===== config.mk =====
export PLATFORM = sky130hd
export DESIGN_NAME = jtag_reg_bridge
export DESIGN_NICKNAME = d
export VERILOG_FILES = /design/src/rtl/jtag_reg_bridge.sv
export SDC_FILE = /design/constraint.sdc
export NUM_CORES = 1
export LEC_CHECK = 0
export CAP_MARGIN = 20
export CORE_AREA = 2 2 88 90
export DETAILED_ROUTE_END_ITERATION = 10
export DIE_AREA = 0 0 90 92
export PLACE_DENSITY = 0.78
export SLEW_MARGIN = 20
export SYNTH_ARGS = -nofsm -noshare
export SYNTH_HDL_FRONTEND = slang
export SYNTH_SLANG_ARGS = --single-unit

===== constraint.sdc =====
create_clock -name clk -period 3.39 [get_ports clk]
set_input_delay 0.678 -clock clk [delete_from_list [all_inputs] [get_ports clk]]
set_output_delay 0.678 -clock clk [all_outputs]
set_load 0.005 [all_outputs]

===== src/rtl/jtag_reg_bridge.sv =====
// rtl/jtag_reg_bridge.sv - debug request to GPR access bridge with optional core-halt handshake
// Define JTAG_BRIDGE_HALT_EN to enable the HALT_WAIT handshake and timeout error.
module jtag_reg_bridge #(
  parameter int unsigned HALT_TIMEOUT = 255
) (
  input  logic        clk,
  input  logic        rst,
  input  logic        req_valid_i,
  output logic        req_ready_o,
  input  logic        req_we_i,
  input  logic [4:0]  req_addr_i,
  input  logic [31:0] req_wdata_i,
  output logic        resp_valid_o,
  input  logic        resp_ready_i,
  output logic [31:0] resp_data_o,
  output logic        resp_err_o,
  output logic        halt_req_o,
  input  logic        halted_i,
  output logic        jtag_we_o,
  output logic [4:0]  jtag_addr_o,
  output logic [31:0] jtag_wdata_o,
  input  logic [31:0] jtag_rdata_i
);

  typedef enum logic [1:0] {
    S_IDLE,
    S_HALT_WAIT,
    S_ACCESS,
    S_RESP
  } state_t;

  state_t      state_q;
  logic        we_q;
  logic [4:0]  addr_q;
  logic [31:0] wdata_q;
  logic [31:0] resp_data_q;
  logic        resp_err_q;

`ifdef JTAG_BRIDGE_HALT_EN
  logic [15:0] cnt_q;
  logic [16:0] cnt_d;

  assign cnt_d = {1'b0, cnt_q} + 17'd1;
`else
  logic unused_cfg;

  assign unused_cfg = halted_i ^ HALT_TIMEOUT[0];
`endif

  always_ff @(posedge clk or posedge rst) begin
    if (rst) begin
      state_q     <= S_IDLE;
      we_q        <= 1'b0;
      addr_q      <= 5'd0;
      wdata_q     <= 32'd0;
      resp_data_q <= 32'd0;
      resp_err_q  <= 1'b0;
`ifdef JTAG_BRIDGE_HALT_EN
      cnt_q       <= 16'd0;
`endif
    end else begin
      case (state_q)
        S_IDLE: begin
          if (req_valid_i) begin
            we_q        <= req_we_i;
            addr_q      <= req_addr_i;
            wdata_q     <= req_wdata_i;
            resp_data_q <= 32'd0;
            resp_err_q  <= 1'b0;
`ifdef JTAG_BRIDGE_HALT_EN
            cnt_q       <= 16'd0;
            state_q     <= S_HALT_WAIT;
`else
            state_q     <= S_ACCESS;
`endif
          end
        end
        S_HALT_WAIT: begin
`ifdef JTAG_BRIDGE_HALT_EN
          // A halt acknowledge on the timeout cycle still wins over the error.
          if (halted_i) begin
            state_q <= S_ACCESS;
          end else if (cnt_d == 17'(HALT_TIMEOUT)) begin
            resp_err_q  <= 1'b1;
            resp_data_q <= 32'd0;
            state_q     <= S_RESP;
          end else begin
            cnt_q <= cnt_d[15:0];
          end
`else
          state_q <= S_IDLE;
`endif
        end
        S_ACCESS: begin
          resp_data_q <= we_q ? 32'd0 : jtag_rdata_i;
          resp_err_q  <= 1'b0;
          state_q     <= S_RESP;
        end
        S_RESP: begin
          if (resp_ready_i) begin
            state_q <= S_IDLE;
          end
        end
        default: state_q <= S_IDLE;
      endcase
    end
  end

  // Outputs decode directly from registered state so reset clears them at once.
  assign req_ready_o  = (state_q == S_IDLE) && !rst;
  assign resp_valid_o = (state_q == S_RESP);
  assign resp_data_o  = resp_data_q;
  assign resp_err_o   = resp_err_q;
`ifdef JTAG_BRIDGE_HALT_EN
  assign halt_req_o   = (state_q != S_IDLE);
`else
  assign halt_req_o   = 1'b0;
`endif
  assign jtag_we_o    = (state_q == S_ACCESS) && we_q && (addr_q != 5'd0);
  assign jtag_addr_o  = addr_q;
  assign jtag_wdata_o = wdata_q;

endmodule


-- Word level (Yosys, flattened, before mapping)
Cells that the tools add are included.
W data, S select, Z words.
- register bits after elaboration: 73
- memories kept: 0
- ROM bits: 0
- output and inout bits: 74
- latch bits: 0
- memory bits (writable): 0
- div/mod/pow operators: 0
- bitwise gates (word level): 0
- reductions and logical operators: 10
- magnitude comparators: 0
- add/subtract/negate cells: 0
- $mul: 0
- equality and inequality tests: 5
- multiplexer cells: 8
- shift-type cells: 0
- operators by type and width (cell ; number):
    $mux W32 ; 2
    $pmux W32 S2 ; 1
    $pmux W2 S4 ; 1
    $reduce_and A2 Y1 ; 3
    $reduce_bool A5 Y1 ; 1
    $eq A2 B2 Y1 const B ; 2
    $mux W2 ; 2
    $logic_and A1 B1 Y1 ; 3
    $eq A2 B1 Y1 const B ; 1
    $logic_not A2 Y1 ; 1
    $ne A2 B1 Y1 const B ; 1
    $ne A2 B2 Y1 const B ; 1
    $pmux W1 S2 ; 1
    $reduce_bool A2 Y1 ; 1
    $logic_not A1 Y1 ; 1
    $mux W1 ; 1

-- Logic depth before layout (Yosys ltp)
- depth in word-level cells: 3
- mapped depth: 4
- gate-level depth less buffers: 2

-- Worst setup path after synthesis
No wires, ideal clock.
- kind: input -> register
- start: input req_valid_i
- end: register wdata_q[0] (netlist: jtag_wdata_o[0])
- arrival: 1.477 ns
- stages: 4
- setup slack: 1.788 ns
- library setup time: 0.125 ns
- data required time: 3.265 ns
- cells stage by stage: nor3b_2 -> buf_6 -> buf_6 -> mux2_4
- cells in the longest elaborated chain, start to end: 1
- ends and longest elaborated chain (item ; RTL line ; source):
    from (decl) ; 8 ; input logic req_valid_i,
    $reduce_and A2 Y1 (no source line) ; -- ;
    to (signal assigned) ; 67 ; wdata_q <= req_wdata_i;
    to (decl) ; 35 ; logic [31:0] wdata_q;
No other way between the ends.
A chain may end at the register's enable or synchronous reset.

-- Worst setup path after layout
- start: input rst
- end: output req_ready_o
- cells in the longest elaborated chain, start to end: 2
- ends and longest elaborated chain (item ; RTL line ; source):
    from (decl) ; 7 ; input logic rst,
    $logic_not A1 Y1 ; 110 ; assign req_ready_o = (state_q == S_IDLE) && !rst;
    $logic_and A1 B1 Y1 ; 110 ;
    to (decl) ; 9 ; output logic req_ready_o,
No other way between the ends.

==> results by group <==
Run status
  • Run status: complete, no violations

Logic synthesis
  • Register area share after synthesis: 0.6540
  • Synth cell types: 17
  • Main combinational cell family by area after synthesis: multiplexers
  • Mux share of post-synthesis cell area: 0.1826
  • Simple-gate share of the synthesized area: 0.01907
  • Compound-Gate Fraction of Synth Area: 0.1099
  • Mean Syn Cell Area: 16.40 um2
  • Seq cells post-synth: 72
  • Yosys top cell area share: 0.6540
  • Synth Cell Area: 2755 um2
  • Synth area leaders: dfrtp_1 (65%), mux2_4 (11%), a22o_1 (10%)
  • Post-synthesis cell count: 168
  • Synth Warn #: 0
  • Post-synthesis xor/xnor area fraction: 0
  • Yosys top cell by area: dfrtp_1
  • Synth Area in Adders: 0

Global route
  • Grt total ovfl: 0
  • Vias in the first global route: 2033
  • Largest net degree at the start of global routing: 40
  • Antenna violations before repair: 0
  • GRT Resource Usage Total: 0.1583
  • First-pass GRT wire length: 10210 um

Final layout
  • Area occupied by multi-input gates: 882.1 um2
  • Most used cells in the layout excluding fill and tap cells: clkdlybuf4s50_1 (145), dfrtp_1 (72), a22o_1 (32), mux2_4 (20), mux2_2 (18)
  • Commonest non-fill, non-tap cell in the layout: clkdlybuf4s50_1
  • Layout area overhead: 65.53%
  • Diodes inserted: 0
  • Register area: 1802 um2
  • Fill cells: 601
  • Final Cell Area: 4561 um2
  • Post-route insts no fill: 425
  • Nets: 393
  • Share of cells above drive strength 1: 0.1950

Placed design
  • Final RePlAce weighted congestion: 0.7174
  • Post-detail-place hpwl: 4687 um
  • PortBufs: 145
  • Post-placement cell count: 409
  • Placed inst area: 4320 um2

Clock network
  • Clock sink count: 72
  • Post-CTS Setup Bufs: 0
  • Clk Tree Root Cell: clkbuf_8
  • Worst-path clk slew: 70 ps
  • PostCTS Resize Cnt: 0
  • Max H-tree Level: 3
  • Clock buffer depth: 2
  • Hold Buf Count CTS: 0
  • Clock tree from TritonCTS: done
  • Worst-Skew Late Latency: 330 ps
  • Number of buffers created by CTS: 9

Power
  • Static Leak: 1.966 nW
  • PwrDens: 910.7 nW/um2
  • Max VDD drop: 0.3957 mV

STA
  • Fmax: 403.8 MHz
  • Rel. slew slack: 0.5305
  • RSZ-0062 raised after global routing: false
  • Layout Skew: 7.868 ps
  • Hold Fails Final Rpt: 0
  • Final Setup Violations: 0
  • Final slew viol count: 0
  • Period minus WS final: 2477 ps
  • Final critical-path share of the clock period: 0.7306
  • Setup Total Neg Slack: 0 ps
  • Slew @ Worst Pin: 703.2 ps
  • Hold slack: 505.2 ps

Critical path
  • Crit Path Max Fanout: 2
  • Critical Path RT: 2710 ps
  • Most used cell along the critical path: clkdlybuf4s50_1
  • WS Path Type: in -> out
  • WP data arrival: 1800 ps
  • Crit path capture: req_ready_o
  • Crit-path max cell delay: 540 ps
  • Startpoint Class: input port
  • Critical R2R Capture: resp_data_o[23]
  • Worst path slowest cell: clkdlybuf4s50_1
  • Reg2Reg Depth: 3
  • Worst-path cell chain: clkdlybuf4s50_1 -> nor3_1 -> clkdlybuf4s50_1
  • CP Capture Type: primary output
  • RR Startpoint: state_q[1]
  • Critical Path Source: rst
  • Reg2Reg Setup Slack: 1700 ps

Die
  • Die span in x: 90 um
  • Die Height: 92 um
  • Ports: 149
  • Rows: 32
  • Initial Utilization: 0.3700
  • Core area: 7447 um2
  • Die ar.: 8280 um2

Routing
  • Drt total wl: 6474 um
  • Average wire per standard cell: 15.23 um
  • Drc violations: 0
  • Drt pass-1 iters: 4
  • Vias: 1934
  • Initial DRC count: 23
  • Via density: 4.551
  • ANT nets after route: 0

Run
  • Max cap viols: 0

Hold path
  • Hold/Removal Path Class: reg -> reg
==> worst max-delay path, delay by kind of cell <==
family                 cells  cell delay [ps]
and+or+nand+nor            1              150
buffers and inverters      2              970
==> cell type report <==
cell class,count,area share
Multi-Input combinational cell,83,0.1934
Sequential cell,72,0.3951
Clock buffer,12,0.03621
Clock inverter,4,0.01646
Inverter,2,0.001646
Timing Repair Buffer,150,0.3292
Tap cell,102,0.02798
==> synth_stat cells, drive strengths merged <==
cell type and n:
a22o 32, conb 1, dfrtp 72, mux2 38, o21bai 1, a21oi 2
inv 2, nor3 2, buf 12, o21ai 1, and2 1, nor3b 2
nand3b 1, nor2 1
==> registers in the layout, summed over array words and instances (netlist names) <==
register and flops:
resp_data_o 32, jtag_addr_o 5, jtag_wdata_o 32, state_q 2, we_q 1
==> report_power, final <==
part           internal (mW)  switching [mW]
Clock                  0.475           0.304
Combinational           1.27           0.548
Sequential              1.29           0.270
Total                   3.03            1.12
==> per-layer routing <==
metal | GRT usage | up-vias | part of all wire
met4 | 0.07949 | 0 | 0.015
met5 | 0 | - | 0
met1 | 0.2114 | 924 | 0.46
li1 | - | 906 | -
met2 | 0.2325 | 94 | 0.46
met3 | 0.05094 | 10 | 0.070
==> worst min-delay path by stage <==
stage	startpoint	end	slack (ps)	depth (start not counted)
2_1_floorplan	resp_data_o[11]	resp_data_o[11]	500	1
3_3_place_gp	resp_data_o[3]	resp_data_o[3]	490	1
3_5_place_dp	resp_data_o[0]	resp_data_o[0]	490	1
4_1_cts	jtag_wdata_o[9]	jtag_wdata_o[9]	510	1
5_1_grt	jtag_wdata_o[14]	jtag_wdata_o[14]	520	1
6_report	resp_data_o[28]	resp_data_o[28]	510	1
==> cells by family (layout without fill, tap and decap cells) <==
logic type	Yosys count	after routing
other	1	2
buffers and inverters	14	168
AND/OR/NAND/NOR	7	7
AO/OA/AOI/OAI	36	36
multiplexers	38	38
flip-flops	72	72
==> metrics by stage <==
step           utilization  total power, mW  worst slack, ps
2_1_floorplan            -            2.311            887.1
3_3_place_gp        0.5801            3.355            938.1
3_5_place_dp        0.5801            3.406            908.4
4_1_cts             0.6124            4.218            908.4
5_1_grt             0.6124            4.395            837.0
6_report            0.6124            4.153            913.3
Power figures use the tool's default switching activity.
